$ cat config.mk
export PLATFORM = sky130hd
export DESIGN_NAME = hamming_bpsk_framer_flat
export DESIGN_NICKNAME = d
export VERILOG_FILES = /design/src/rtl/hamming_bpsk_framer_pkg.sv /design/src/rtl/hamming_bpsk_framer_if.sv /design/src/rtl/hamming_bpsk_framer_sync_fifo.sv /design/src/rtl/hamming_bpsk_framer.sv /design/src/flat_wrapper.sv
export SDC_FILE = /design/constraint.sdc
export NUM_CORES = 1
export LEC_CHECK = 0
export CELL_PAD_IN_SITES_DETAIL_PLACEMENT = 1
export CELL_PAD_IN_SITES_GLOBAL_PLACEMENT = 1
export CORE_MARGIN = 2
export CORE_UTILIZATION = 45
export CTS_BUF_LIST = sky130_fd_sc_hd__clkbuf_8 sky130_fd_sc_hd__clkbuf_16
export CTS_CLUSTER_SIZE = 16
export DETAILED_ROUTE_END_ITERATION = 6
export PLACE_DENSITY = 0.71
export SLEW_MARGIN = 0
export SYNTH_ARGS = -nofsm -noshare
export SYNTH_HDL_FRONTEND = slang
export SYNTH_SLANG_ARGS = --single-unit
$ cat constraint.sdc
create_clock -name clk -period 4.15 [get_ports clk]
set_input_delay 0.415 -clock clk [delete_from_list [all_inputs] [get_ports clk]]
set_output_delay 0.415 -clock clk [all_outputs]
set_load 0.01 [all_outputs]
$ cat src/rtl/hamming_bpsk_framer_pkg.sv
// rtl/hamming_bpsk_framer_pkg.sv - shared transceiver constants, FSM state encoding and helpers
package hamming_bpsk_framer_pkg;

    typedef enum logic [1:0] {
        ST_IDLE     = 2'd0,
        ST_PREAMBLE = 2'd1,
        ST_DATA     = 2'd2
    } state_t;

    // Codeword width is shared with the Hamming encoder and decoder.
    localparam int         CODEWORD_WIDTH        = 12;
    localparam int         DEFAULT_PREAMBLE_BITS = 8;
    localparam logic [7:0] DEFAULT_PREAMBLE      = 8'hD5;

    function automatic int max_int(input int a, input int b);
        return (a > b) ? a : b;
    endfunction

endpackage

$ cat src/rtl/hamming_bpsk_framer_if.sv
// rtl/hamming_bpsk_framer_if.sv - codeword input handshake and symbol output bundle
interface hamming_bpsk_framer_if
    import hamming_bpsk_framer_pkg::*;
#(
    parameter int DATA_WIDTH = CODEWORD_WIDTH
) ();

    logic                  s_valid;
    logic [DATA_WIDTH-1:0] s_data;
    logic                  s_ready;
    logic                  sym_bit;
    logic                  sym_valid;
    logic                  sym_strobe;
    logic                  frame_start;
    logic                  busy;

    modport master (
        output s_valid, s_data,
        input  s_ready, sym_bit, sym_valid, sym_strobe, frame_start, busy
    );

    modport slave (
        input  s_valid, s_data,
        output s_ready, sym_bit, sym_valid, sym_strobe, frame_start, busy
    );

endinterface

$ cat src/rtl/hamming_bpsk_framer_sync_fifo.sv
// rtl/hamming_bpsk_framer_sync_fifo.sv - power-of-two synchronous FIFO with registered read
module sync_fifo #(
    parameter int WIDTH = 12,
    parameter int DEPTH = 4
) (
    input  logic             clk,
    input  logic             rst,
    input  logic             wr_en,
    input  logic [WIDTH-1:0] wr_data,
    input  logic             rd_en,
    output logic [WIDTH-1:0] rd_data,
    output logic             full,
    output logic             empty
);

    localparam int PTR_W = $clog2(DEPTH);
    localparam int CNT_W = PTR_W + 1;

    logic [WIDTH-1:0] r_mem [DEPTH];
    logic [PTR_W-1:0] r_wr_ptr;
    logic [PTR_W-1:0] r_rd_ptr;
    logic [CNT_W-1:0] r_count;
    logic [WIDTH-1:0] r_rd_data;
    logic             w_push;
    logic             w_pop;

    assign full    = (r_count == CNT_W'(DEPTH));
    assign empty   = (r_count == '0);
    assign w_push  = wr_en && !full;
    assign w_pop   = rd_en && !empty;
    assign rd_data = r_rd_data;

    always_ff @(posedge clk) begin
        if (w_push) begin
            r_mem[r_wr_ptr] <= wr_data;
        end
    end

    // Pointers wrap naturally because DEPTH is a power of two.
    always_ff @(posedge clk or posedge rst) begin
        if (rst) begin
            r_wr_ptr  <= '0;
            r_rd_ptr  <= '0;
            r_count   <= '0;
            r_rd_data <= '0;
        end else begin
            if (w_push) begin
                r_wr_ptr <= r_wr_ptr + 1'b1;
            end
            if (w_pop) begin
                r_rd_ptr  <= r_rd_ptr + 1'b1;
                r_rd_data <= r_mem[r_rd_ptr];
            end
            case ({w_push, w_pop})
                2'b10:   r_count <= r_count + 1'b1;
                2'b01:   r_count <= r_count - 1'b1;
                default: r_count <= r_count;
            endcase
        end
    end

endmodule

$ cat src/rtl/hamming_bpsk_framer.sv
// rtl/hamming_bpsk_framer.sv - buffers Hamming codewords and serializes them behind a preamble for BPSK
module hamming_bpsk_framer
    import hamming_bpsk_framer_pkg::*;
#(
    parameter int                       DATA_WIDTH         = CODEWORD_WIDTH,
    parameter int                       FIFO_DEPTH         = 4,
    parameter int                       SAMPLES_PER_SYMBOL = 256,
    parameter int                       PREAMBLE_BITS      = DEFAULT_PREAMBLE_BITS,
    parameter logic [PREAMBLE_BITS-1:0] PREAMBLE           = PREAMBLE_BITS'(DEFAULT_PREAMBLE)
) (
    input logic                   clk,
    input logic                   rst,
    hamming_bpsk_framer_if.slave  bus
);

    localparam int SHIFT_W = max_int(PREAMBLE_BITS, DATA_WIDTH);
    localparam int CNT_W   = $clog2(SAMPLES_PER_SYMBOL);
    localparam int BIT_W   = $clog2(SHIFT_W);

    state_t              r_state;
    state_t              w_state_nxt;
    logic [CNT_W-1:0]    r_sample_cnt;
    logic [CNT_W-1:0]    w_sample_cnt_nxt;
    logic [BIT_W-1:0]    r_bit_idx;
    logic [BIT_W-1:0]    w_bit_idx_nxt;
    logic [SHIFT_W-1:0]  r_shift;
    logic [SHIFT_W-1:0]  w_shift_nxt;
    logic                r_sym_valid;
    logic                w_sym_valid_nxt;
    logic                r_sym_strobe;
    logic                w_sym_strobe_nxt;
    logic                r_frame_start;
    logic                w_frame_start_nxt;
    logic                r_busy;
    logic                w_start;
    logic                w_pop;
    logic                w_wr_en;
    logic                w_full;
    logic                w_empty;
    logic                w_last_sample;
    logic                w_last_bit;
    logic [DATA_WIDTH-1:0] w_fifo_data;
    logic [SHIFT_W-1:0]  w_preamble_load;
    logic [SHIFT_W-1:0]  w_data_load;

    assign bus.s_ready     = !w_full && !rst;
    assign w_wr_en         = bus.s_valid && bus.s_ready;
    assign w_last_sample   = (r_sample_cnt == CNT_W'(SAMPLES_PER_SYMBOL - 1));
    assign w_last_bit      = (r_bit_idx == '0);
    // Both patterns are MSB-aligned so the transmitted bit is always r_shift's MSB.
    assign w_preamble_load = SHIFT_W'(PREAMBLE) << (SHIFT_W - PREAMBLE_BITS);
    assign w_data_load     = SHIFT_W'(w_fifo_data) << (SHIFT_W - DATA_WIDTH);

    sync_fifo #(
        .WIDTH (DATA_WIDTH),
        .DEPTH (FIFO_DEPTH)
    ) u_fifo (
        .clk     (clk),
        .rst     (rst),
        .wr_en   (w_wr_en),
        .wr_data (bus.s_data),
        .rd_en   (w_pop),
        .rd_data (w_fifo_data),
        .full    (w_full),
        .empty   (w_empty)
    );

    always_comb begin
        w_state_nxt       = r_state;
        w_sample_cnt_nxt  = r_sample_cnt;
        w_bit_idx_nxt     = r_bit_idx;
        w_shift_nxt       = r_shift;
        w_sym_valid_nxt   = r_sym_valid;
        w_sym_strobe_nxt  = 1'b0;
        w_frame_start_nxt = 1'b0;
        w_start           = 1'b0;
        w_pop             = 1'b0;

        case (r_state)
            ST_IDLE: begin
                w_sym_valid_nxt = 1'b0;
                w_start         = !w_empty;
            end
            ST_PREAMBLE, ST_DATA: begin
                if (!w_last_sample) begin
                    w_sample_cnt_nxt = r_sample_cnt + 1'b1;
                end else begin
                    w_sample_cnt_nxt = '0;
                    w_sym_strobe_nxt = 1'b1;
                    if (!w_last_bit) begin
                        w_bit_idx_nxt = r_bit_idx - 1'b1;
                        w_shift_nxt   = r_shift << 1;
                    end else if (r_state == ST_PREAMBLE) begin
                        // The codeword was popped at frame start; the registered FIFO read still holds it.
                        w_state_nxt   = ST_DATA;
                        w_bit_idx_nxt = BIT_W'(DATA_WIDTH - 1);
                        w_shift_nxt   = w_data_load;
                    end else if (!w_empty) begin
                        w_start = 1'b1;
                    end else begin
                        w_state_nxt      = ST_IDLE;
                        w_sym_valid_nxt  = 1'b0;
                        w_sym_strobe_nxt = 1'b0;
                        w_bit_idx_nxt    = '0;
                        w_shift_nxt      = '0;
                    end
                end
            end
            default: begin
                w_state_nxt      = ST_IDLE;
                w_sym_valid_nxt  = 1'b0;
                w_sample_cnt_nxt = '0;
                w_bit_idx_nxt    = '0;
                w_shift_nxt      = '0;
            end
        endcase

        if (w_start) begin
            w_pop             = 1'b1;
            w_state_nxt       = ST_PREAMBLE;
            w_sample_cnt_nxt  = '0;
            w_bit_idx_nxt     = BIT_W'(PREAMBLE_BITS - 1);
            w_shift_nxt       = w_preamble_load;
            w_sym_valid_nxt   = 1'b1;
            w_sym_strobe_nxt  = 1'b1;
            w_frame_start_nxt = 1'b1;
        end
    end

    always_ff @(posedge clk or posedge rst) begin
        if (rst) begin
            r_state       <= ST_IDLE;
            r_sample_cnt  <= '0;
            r_bit_idx     <= '0;
            r_shift       <= '0;
            r_sym_valid   <= 1'b0;
            r_sym_strobe  <= 1'b0;
            r_frame_start <= 1'b0;
            r_busy        <= 1'b0;
        end else begin
            r_state       <= w_state_nxt;
            r_sample_cnt  <= w_sample_cnt_nxt;
            r_bit_idx     <= w_bit_idx_nxt;
            r_shift       <= w_shift_nxt;
            r_sym_valid   <= w_sym_valid_nxt;
            r_sym_strobe  <= w_sym_strobe_nxt;
            r_frame_start <= w_frame_start_nxt;
            r_busy        <= (w_state_nxt != ST_IDLE);
        end
    end

    assign bus.sym_bit     = r_shift[SHIFT_W-1];
    assign bus.sym_valid   = r_sym_valid;
    assign bus.sym_strobe  = r_sym_strobe;
    assign bus.frame_start = r_frame_start;
    assign bus.busy        = r_busy;

endmodule

$ cat src/flat_wrapper.sv
// flat-port wrapper written by rule: the top's interface ports become plain ports
module hamming_bpsk_framer_flat import hamming_bpsk_framer_pkg::*;
#(
    parameter int                       DATA_WIDTH         = CODEWORD_WIDTH,
    parameter int                       FIFO_DEPTH         = 4,
    parameter int                       SAMPLES_PER_SYMBOL = 256,
    parameter int                       PREAMBLE_BITS      = DEFAULT_PREAMBLE_BITS,
    parameter logic [PREAMBLE_BITS-1:0] PREAMBLE           = PREAMBLE_BITS'(DEFAULT_PREAMBLE)
)
  (clk, rst, bus_s_valid, bus_s_data, bus_s_ready, bus_sym_bit, bus_sym_valid, bus_sym_strobe, bus_frame_start, bus_busy);
  hamming_bpsk_framer_if #(.DATA_WIDTH(DATA_WIDTH)) bus_i ();
  input logic clk;
  input logic rst;
  input wire logic [$bits(bus_i.s_valid)-1:0] bus_s_valid;
  input wire logic [$bits(bus_i.s_data)-1:0] bus_s_data;
  output wire logic [$bits(bus_i.s_ready)-1:0] bus_s_ready;
  output wire logic [$bits(bus_i.sym_bit)-1:0] bus_sym_bit;
  output wire logic [$bits(bus_i.sym_valid)-1:0] bus_sym_valid;
  output wire logic [$bits(bus_i.sym_strobe)-1:0] bus_sym_strobe;
  output wire logic [$bits(bus_i.frame_start)-1:0] bus_frame_start;
  output wire logic [$bits(bus_i.busy)-1:0] bus_busy;
  assign bus_i.s_valid = bus_s_valid;
  assign bus_i.s_data = bus_s_data;
  assign bus_s_ready = bus_i.s_ready;
  assign bus_sym_bit = bus_i.sym_bit;
  assign bus_sym_valid = bus_i.sym_valid;
  assign bus_sym_strobe = bus_i.sym_strobe;
  assign bus_frame_start = bus_i.frame_start;
  assign bus_busy = bus_i.busy;
  hamming_bpsk_framer #(.DATA_WIDTH(DATA_WIDTH), .FIFO_DEPTH(FIFO_DEPTH), .SAMPLES_PER_SYMBOL(SAMPLES_PER_SYMBOL), .PREAMBLE_BITS(PREAMBLE_BITS), .PREAMBLE(PREAMBLE)) u_core (.clk(clk), .rst(rst), .bus(bus_i));
endmodule
# Word level (Yosys, flattened, before mapping)
# Memories as Yosys holds them, arrays and structs flattened. A register that Yosys moved wholly into a read port is not among the register bits.
# Index checks and enable logic that the tools add are counted.
[word_totals]
elab_cells = 86
reg_bits = 37
in_bits = 15
mem_bits_rw = 48
out_inout_bits = 6
mem_count = 1
[mem_list]
columns = ["memory", "depth", "word_bits", "read_ports", "rd_ports_with_merged_regs", "write_ports", "line", "source"]
rows = [
  ["u_core.u_fifo.r_mem", 4, 12, 1, 1, 1, "hamming_bpsk_framer_sync_fifo.sv:19", "logic [WIDTH-1:0] r_mem [DEPTH];"],
]
[op_classes]
n_reduce_logical = 15
addsub = 6
muxes = 41
eq_ne = 12
[op_table]
columns = ["operator", "count"]
rows = [
  ["two-way mux 12 bit", 5],
  ["one-hot mux 12 bit (2 select lines)", 1],
  ["two-way mux 4 bit", 5],
  ["two-way mux 1 bit", 18],
  ["two-way mux 8 bit", 2],
  ["one-hot mux 8 bit (2 select lines)", 1],
  ["two-way mux 2 bit", 5],
  ["!= test 3 x 1 -> 1 bit (second input constant)", 3],
  ["adder 8 x 1 -> 8 bit (second input constant)", 1],
  ["== test 8 bit (second input constant)", 1],
  ["one-hot mux 4 bit (2 select lines)", 1],
  ["one-hot mux 3 bit (2 select lines)", 1],
  ["!= test 5 x 3 -> 1 bit (second input constant)", 1],
  ["adder 2 x 1 -> 2 bit (second input constant)", 2],
  ["== test 2 x 1 -> 1 bit (second input constant)", 2],
  ["== test 2 bit (second input constant)", 2],
  ["logical AND 1 bit", 4],
  ["zero test 4 bit", 1],
  ["one-hot mux 2 bit (2 select lines)", 1],
  ["AND reduction 4 bit", 1],
  ["nonzero test 2 bit", 2],
  ["subtractor 4 x 1 -> 4 bit (second input constant)", 1],
  ["adder 3 x 1 -> 3 bit (second input constant)", 1],
  ["== test 3 bit (second input constant)", 1],
  ["9 further kinds", 11],
]

# Longest topological paths before layout
# Gate-level depths: netlist (run 1).
[depth]
depth_word = 10
mapped_depth = 16

# By module
# From an unflattened synthesis (run 1), not the netlist that was laid out.
[hier_totals]
cells_unflattened = 345
area_unflattened_um2 = 4440.5
[modules_own_cells]
columns = ["module", "cells_each", "seq_area_each_um2", "area_each_um2", "n_inst"]
rows = [
  ["sync_fifo", 152, 1916.8, 2652.5, 1],
  ["hamming_bpsk_framer", 193, 750.7, 1788.0, 1],
]

# Worst setup path before layout (run 1)
# OpenSTA, ideal clock, no wires.
[synth_path]
kind = "register -> register"
startpoint = "register u_core.r_state[0]"
endpoint = "register u_core.u_fifo.r_count[2]"
stages_incl_launch_ff = 16
n_path_buf = 3
arrival_time_ps = 2982
period_less_slack_ps = 3061
setup_slack_ps = 1089
t_required_ps = 4071
cell_sequence = "dfrtp_1 -> inv_1 -> ha_1 -> nand4bb_1 -> or4_4 -> a21o_1 -> buf_6 -> clkinv_4 -> buf_12 -> buf_6 -> ha_1 -> inv_1 -> fa_1 -> xor2_1 -> nor2_1 -> xor2_1"
[synth_between]
elab_chain_cells = 9
elab_cells_between_ends = 14
[synth_lines]
columns = ["item", "line", "source"]
rows = [
  ["start: declaration", "hamming_bpsk_framer.sv:20", "state_t r_state;"],
  ["start signal: assignment", "hamming_bpsk_framer.sv:141", "r_state <= w_state_nxt;"],
  ["== test 2 x 1 -> 1 bit", "hamming_bpsk_framer.sv:79, hamming_bpsk_framer.sv:93", ""],
  ["two-way mux 1 bit", "hamming_bpsk_framer.sv:93", "end else if (r_state == ST_PREAMBLE) begin"],
  ["two-way mux 1 bit", "hamming_bpsk_framer.sv:90", "if (!w_last_bit) begin"],
  ["two-way mux 1 bit", "hamming_bpsk_framer.sv:85", "if (!w_last_sample) begin"],
  ["one-hot mux 1 bit (2 select lines) *", "hamming_bpsk_framer.sv:79", "case (r_state)"],
  ["two-way mux 1 bit *", "hamming_bpsk_framer.sv:118", "if (w_start) begin"],
  ["logical AND 1 bit *", "hamming_bpsk_framer_sync_fifo.sv:30", "assign w_pop = rd_en && !empty;"],
  ["via u_core.u_fifo.w_pop", "hamming_bpsk_framer_sync_fifo.sv:25", "logic w_pop;"],
  ["== test 2 x 1 -> 1 bit or == test 2 bit (tied branches)", "hamming_bpsk_framer_sync_fifo.sv:54", "case ({w_push, w_pop})"],
  ["one-hot mux 3 bit (2 select lines) or nonzero test 2 bit (tied branches)", "--", ""],
  ["end signal: assignment", "hamming_bpsk_framer_sync_fifo.sv:55", "2'b10: r_count <= r_count + 1'b1;"],
  ["end signal: assignment", "hamming_bpsk_framer_sync_fifo.sv:56", "2'b01: r_count <= r_count - 1'b1;"],
  ["end signal: assignment", "hamming_bpsk_framer_sync_fifo.sv:57", "default: r_count <= r_count;"],
  ["end: declaration", "hamming_bpsk_framer_sync_fifo.sv:22", "logic [CNT_W-1:0] r_count;"],
]
# The timed path passes the listed nets; every way through them passes the cells marked *.
# A chain may end at the register's enable or synchronous reset.

# Worst setup path in the final report (run 1)
[layout_path]
startpoint = "register u_core.r_state[0]"
endpoint = "register u_core.u_fifo.r_count[2]"
[layout_between]
elab_chain_cells = 9
elab_cells_between_ends = 14
[layout_lines]
columns = ["item", "line"]
rows = [
  ["== test 2 x 1 -> 1 bit", "hamming_bpsk_framer.sv:79, hamming_bpsk_framer.sv:93"],
  ["two-way mux 1 bit", "hamming_bpsk_framer.sv:93"],
  ["two-way mux 1 bit", "hamming_bpsk_framer.sv:90"],
  ["two-way mux 1 bit", "hamming_bpsk_framer.sv:85"],
  ["one-hot mux 1 bit (2 select lines) *", "hamming_bpsk_framer.sv:79"],
  ["two-way mux 1 bit *", "hamming_bpsk_framer.sv:118"],
  ["logical AND 1 bit *", "hamming_bpsk_framer_sync_fifo.sv:30"],
  ["== test 2 x 1 -> 1 bit or == test 2 bit (tied branches)", "hamming_bpsk_framer_sync_fifo.sv:54"],
  ["one-hot mux 3 bit (2 select lines) or nonzero test 2 bit (tied branches)", "--"],
]
# Every way passes the cells marked *; elsewhere a longest branch is shown, timed or not.

==> impl_results.md, run 1 <==
* Reg-to-Reg Start: u_core.r_state[0]
* Final setup viols at 0
* Tmin final at 3280 ps
* Number of core rows at 36
* Flops & latches, synth at 97
* Initial DRC count at 139
* Routed Antenna Nets at 0
* Synth area leaders: edfxtp_1 32%, dfrtp_1 28%, mux4_2 6.1%, ha_1 3.4%, nand3_1 2.4%
* CTS root buf: clkbuf_8
* Num CTS Buffers at 9
* Worst Max-Slew Pin Slew at 1080 ps
* Clock buffer depth at 2
* Critical path required time at 4450 ps
* CTS tree: done
* Horiz. Die Dim at 103 µm
* P&R area growth vs syn at 11.7%
* Synth top area share at 32.5%
* Ratio of cells with drive above 1 in the final layout at 15.1%
* Area taken by multi-input logic gates at 0.00160 mm²
* Clock Latency Late Sink at 380 ps
* DRC at 0
* Global-route wire length before repair at 14900 µm
* Reg2Reg Depth at 12
* Synth cell count leaders: 49 x dfrtp_1, 48 x edfxtp_1, 21 x nand3_1
* Mapped Cells at 325
* Critical path class: reg -> reg
* GRT overflow at 0
* Die ar. at 0.0107 mm²
* Setup TNS at 0 ps
* Post-synth EDFFs at 48
* Nets@finish at 368
* # clock sinks at 97
* Post-DP HPWL at 5990 µm
* Unrepaired setup endpoints after global routing: false
* N_diodes at 0
* Setup crit end kind: register
* Async set or reset register ratio after synthesis at 50.5%
* Critical path peak fanout at 11
* Top-count cell post-synth: dfrtp_1
* Worst clock skew at 7.44 ps
* Pre-antenna DRT Iters at 4
* Distinct cells, synth at 59
* Final Cycle Share at 79.0%
* Slew Limit Fails at 0
* Post-Syn Nets at 353
* WL final at 9010 µm
* Post-route cell area at 0.00496 mm²
* Core ar. at 0.00968 mm²
* Initial Utilization at 45.9%
* CTS Hold Bufs at 0
* Slew headroom at 28.2%
* Critical path arrival at 3580 ps
* Largest net degree at the start of global routing at 50
* Vias in the first global route at 2809
* Synth area leader: edfxtp_1
* CP max stage cell: or4_4
* R2r setup slk at 870 ps
* Reg2reg end: u_core.u_fifo.r_count[2]
* Status: completed
* Fin. Hold Viols at 0
* Yosys warnings at 0
* Height of the chip at 103 µm
* Hold path start: u_core.r_shift[4]
* Hold EP: u_core.r_shift[4]
* Peak supply drop at 0.399 mV
* Fillers at 967
* WL/cell at 18.9 µm
* Reg area at 0.00267 mm²
* CP peak stage delay at 560 ps
* Pleak at 1.85 nW
* Post-CTS Setup Inserts at 0
* WHS Path Cells at 1
* Reg clk slew, reported paths at 100 ps
* Avg Inst Size Synth at 13.7 µm²
* Synthesized area at 0.00444 mm²
* Crit path cell chain: inv_1 -> ha_1 -> nand4bb_1 -> or4_4 -> a21o_1 -> clkinv_4 -> ha_1 -> inv_1 -> fa_1 -> xor2_1 -> nor2_1 -> xor2_1
* H-tree Lvls at 3
* Port buffer count at 20
* GP Congestion at 0.807
* Total track usage at 18.9%
* HP Class: reg -> reg
* P per Cell Area at 645 mW/mm²
* Post-placement cell area at 0.00472 mm²
* Initial antenna violation count at 0
* Num ports at 21
* Post-CTS sizing at 0
* Sequential area share after synthesis at 60.1%
* Synth Flop Type: dfrtp_1
* Via density at 5.63
* CP Launch Type: register
* Max-cap violation count at 0
* Detailed-route via count at 2693
* Max Clock Freq at 0.305 GHz
-- stage by stage --
step,power [mW],std cells,utilization (%),setup WS [ps],hold slack (ps)
finish,3.20,478,51.2,873,503
global route,3.41,478,51.2,648,524
floorplan,2.23,325,-,1090,459
global placement,2.46,462,48.7,1030,473
detailed placement,2.51,462,48.7,910,484
CTS,3.24,478,51.2,882,508
-- power breakdown --
group	leakage [nW]	internal [mW]	switching [mW]
Clock	0.123	0.359	0.368
Combinational	0.687	0.512	0.511
Sequential	1.04	1.24	0.213
-- kinds of logic after synthesis --
family                   synth area share, %
multiplexers                            10.0
AO/OA/AOI/OAI                           9.83
flip-flops                              60.1
buffers and inverters                   3.89
adder cells (fa/ha/maj)                 3.83
XOR/XNOR                                1.38
AND/OR/NAND/NOR                         11.0
-- layout by cell type, fill, tap and decap left out, types with 8 or more instances in the layout --
cell / netlist / layout
a21oi_1: 19 / 19
mux2_2: 8 / 8
clkdlybuf4s50_1: 0 / 20
nand2_1: 19 / 19
dfrtp_1: 49 / 49
edfxtp_1: 48 / 48
clkbuf_8: 0 / 9
mux4_2: 12 / 12
a211o_1: 8 / 8
inv_1: 16 / 15
ha_1: 12 / 12
nand3_1: 21 / 21
-- critical path, delay by kind of cell (launching register included) --
kind	cells	cell delay (ps)
AND/OR/NAND/NOR	3	870
adder cells (fa/ha/maj)	3	1030
flip-flops	1	410
buffers and inverters	3	230
AO/OA/AOI/OAI	1	320
XOR/XNOR	2	320
-- final cells by class --
type,instances,share of cell area [%]
Sequential cell,97,53.8
Inverter,17,1.39
Tap cell,133,3.35
Multi-Input combinational cell,193,32.3
Clock buffer,9,2.50
Timing Repair Buffer,22,4.34
Clock inverter,7,2.40
-- flip-flops by register name, summed over array words and instances, names as in the netlist, 2 cells and up --
register / cells
u_core.r_state: 2
u_core.u_fifo.r_wr_ptr: 2
u_core.r_bit_idx: 4
u_core.u_fifo.r_mem: 48
u_core.u_fifo.r_rd_ptr: 2
u_core.r_sample_cnt: 8
u_core.u_fifo.r_count: 3
u_core.u_fifo.rd_data: 12
u_core.r_shift: 12
-- worst max-delay path by stage --
stage	start	endpoint	slack [ps]
4_1_cts	u_core.r_state[0]	u_core.u_fifo.r_count[2]	880
3_5_place_dp	u_core.r_state[0]	u_core.u_fifo.r_count[2]	910
3_3_place_gp	u_core.r_state[0]	u_core.u_fifo.r_count[2]	1030
6_report	u_core.r_state[0]	u_core.u_fifo.r_count[2]	870
5_1_grt	u_core.r_state[0]	u_core.u_fifo.r_count[2]	650
2_1_floorplan	u_core.r_state[0]	u_core.u_fifo.r_count[2]	1090
-- routing by layer --
metal  wire length (µm)  GRT usage, %  share of wire, %
met4                 95          5.47               1.1
met3                275          5.71               3.1
met1               4190          25.5                46
met5                  0             0                 0
met2               4450          29.7                49
(Power assumes the default switching activity.)
==> inputs of run 2 (changes only) <==
Clock period 4.15 ns to 3.4 ns, I/O delays scaled along.
==> run 2 against run 1 <==
- via count is 0.97% higher
- clock power fell by 4.5%
- cell count grew 0.84%
- critical endpoint unchanged
- non-clock buffer count rose by 4
- die area unchanged
- sequential power rose by 21%
- clock-buffer cell count unchanged
- register-to-register slack lost 480 ps
- clock skew grew 3.1 ps
- worst hold slack got worse by 9.0 ps
- sequential share of layout area rose by 0.41 points
- worst setup slack lost 480 ps
==> impl_results.md, run 2 (same netlist as run 1, synthesis figures left out) <==
* Clock Power Share at 18.6% (-4.1 points)
* Reg-to-Reg Start: u_core.r_bit_idx[0]
* Post-Route M1 WL at 4130 µm (-1.5%)
* Met3 WL at 275 µm (unchanged)
* Worst Hold Slack at 494 ps (-9.01 ps)
* Core ar. at 0.00968 mm² (unchanged)
* Initial antenna violation count at 0 (unchanged)
* Fillers at 992 (+2.6%)
* Worst clock skew at 10.6 ps (+3.12 ps)
* Flop pwr share at 47.2% (+1.9 points)
* Area taken by multi-input logic gates at 0.00160 mm² (unchanged)
* Vias in the first global route at 2868 (+2.1%)
* Number of core rows at 36 (unchanged)
* Reg clk slew, reported paths at 100 ps (about the same)
* Post-placement cell area at 0.00475 mm² (+0.64%)
* Num ports at 21 (unchanged)
* Fin. Hold Viols at 0 (unchanged)
* Worst Max-Slew Pin Slew at 1040 ps (-38.3 ps)
* Most frequent cells in the layout: 49 x dfrtp_1, 48 x edfxtp_1, 21 x nand3_1
* Hold path start: u_core.r_shift[10]
* Total track usage at 19.2% (+0.35 points)
* Routed Antenna Nets at 0 (unchanged)
* Hold EP: u_core.r_shift[10]
* Number of flip-flops in the largest register at 48 (unchanged)
* GRT overflow at 0 (unchanged)
* R2r setup slk at 390 ps (-480 ps)
* Setup TNS at 0 ps (unchanged)
* Critical path arrival at 3300 ps (-280 ps)
* Slew Limit Fails at 0 (unchanged)
* Port buffer count at 20 (unchanged)
* CTS tree: done
* Via density at 5.64 (+0.13%)
* CP Launch Type: register
* Largest Register: u_core.u_fifo.r_mem
* Ratio of cells with drive above 1 in the final layout at 15.8% (+0.69 points)
* Dpl ws at 428 ps (-482 ps)
* P&R area growth vs syn at 10.9%
* H-tree Lvls at 3 (unchanged)
* Reg2Reg Depth at 12 (unchanged)
* Final setup viols at 0 (unchanged)
* WL/cell at 19.1 µm (+1.3%)
* Unrepaired setup endpoints after global routing: false
* Reg2reg end: u_core.u_fifo.r_count[2]
* Post-route cell area at 0.00492 mm² (-0.76%)
* Slew headroom at 30.8% (+2.6 points)
* Post-DP HPWL at 6210 µm (+3.8%)
* Critical path class: reg -> reg
* Critical path peak fanout at 8 (-3)
* Uppermost routed layer: met4
* Status: completed
* Pre-antenna DRT Iters at 4 (unchanged)
* Detailed-route via count at 2719 (+0.97%)
* Reg area at 0.00267 mm² (unchanged)
* Sw Ratio at 35.1% (+0.99 points)
* Max-cap violation count at 0 (unchanged)
* CTS root buf: clkbuf_8
* DRC at 0 (unchanged)
* Largest net degree at the start of global routing at 50 (unchanged)
* # clock sinks at 97 (unchanged)
* DR WL met2 at 4700 µm (+5.5%)
* GP Congestion at 0.824 (+2.1%)
* Clock buffer depth at 2 (unchanged)
* HP Class: reg -> reg
* CTS Hold Bufs at 0 (unchanged)
* Max Clock Freq at 0.332 GHz (+8.9%)
* Peak supply drop at 0.401 mV (+0.43%)
* Horiz. Die Dim at 103 µm (unchanged)
* Clock Latency Late Sink at 370 ps (about the same)
* Commonest non-fill, non-tap cell in the layout: dfrtp_1
* Die ar. at 0.0107 mm² (unchanged)
* Num CTS Buffers at 9 (unchanged)
* Global-route wire length before repair at 15100 µm (+1.2%)
* Internal Power at 2.43 mW (+15%)
* Post-CTS Setup Inserts at 0 (unchanged)
* P per Cell Area at 759 mW/mm² (+18%)
* WL final at 9210 µm (+2.1%)
* WHS Path Cells at 1 (unchanged)
* N_diodes at 0 (unchanged)
* Initial Utilization at 45.9% (unchanged)
* Initial DRC count at 111 (-20%)
* Nets@finish at 372 (+1.1%)
* Post-CTS sizing at 0 (unchanged)
* Height of the chip at 103 µm (unchanged)
* Logic gate share of total power at 34.3% (+2.3 points)
* NetSw at 1.31 mW (+20%)
* Pleak at 1.83 nW (-0.81%)
* Setup crit end kind: register
* Tmin final at 3010 ps (-269 ps)
* Critical path required time at 3700 ps (-750 ps)
* Final WS setup at 392 ps (-481 ps)
* Final Cycle Share at 88.5% (+9.5 points)
[run 2: cell types whose count changed in the layout (fill, tap and decap cells not counted), sizes merged]
cell      change
inv           -1
buf           +4
bufinv        -2
clkinvlp      +1
clkinv        +2
[run 2: worst max path at each step]
| stage | start | to | depth (start not counted) |
|---|---|---|---|
| final | u_core.r_bit_idx[0] | u_core.u_fifo.r_count[2] | 12 |
| after global routing | u_core.r_bit_idx[0] | u_core.u_fifo.r_count[2] | 12 |
| after CTS | u_core.r_bit_idx[0] | u_core.u_fifo.r_count[2] | 12 |
| after detailed placement | u_core.r_bit_idx[0] | u_core.u_fifo.r_count[2] | 12 |
| after global placement | u_core.r_bit_idx[0] | u_core.u_fifo.r_count[2] | 12 |
| after floorplan | u_core.r_state[0] | u_core.u_fifo.r_count[2] | 15 |
[run 2: through the flow]
step / total power, mW / cells / utilization, %
3_5_place_dp: 3.09 / 466 / 49.0
3_3_place_gp: 3.04 / 466 / 49.0
6_report: 3.74 / 482 / 50.9
5_1_grt: 3.98 / 482 / 50.9
2_1_floorplan: 2.72 / 325 / -
4_1_cts: 3.79 / 482 / 50.9
[run 2: power groups by stage]
stage | sequential [mW] | clock (mW) | combinational (mW)
detailed placement | 1.80 | 0 | 1.29
CTS | 1.78 | 0.712 | 1.30
floorplan | 1.67 | 0 | 1.05
finish | 1.76 | 0.694 | 1.28
global placement | 1.78 | 0 | 1.26
global route | 1.81 | 0.755 | 1.41
[run 2: critical path, stage by stage, from the launching register on]
cell	delay (ps)
dfrtp_1	430
inv_1	90
ha_1	280
nand4bb_1	160
or4_4	560
a21o_1	310
clkinv_4	80
ha_1	170
inv_1	60
fa_1	370
xor2_1	150
nor2_1	120
xor2_1	160
[run 2: layout make-up]
class,count,area share (%)
clock inverters,7,1.04
multi-input cells,193,32.5
repair buffers,26,4.98
well taps,133,3.38
inverters,17,1.40
clock buffers,9,2.52
flip-flops and latches,97,54.2
[run 2: layer usage]
| metal | vias to the layer above | global-route usage [%] |
|---|---|---|
| met2 | 40 | 31.0 |
| li1 | 1269 | - |
| met3 | 8 | 4.91 |
| met4 | 0 | 5.97 |
| met5 | - | 0 |
| met1 | 1402 | 25.8 |
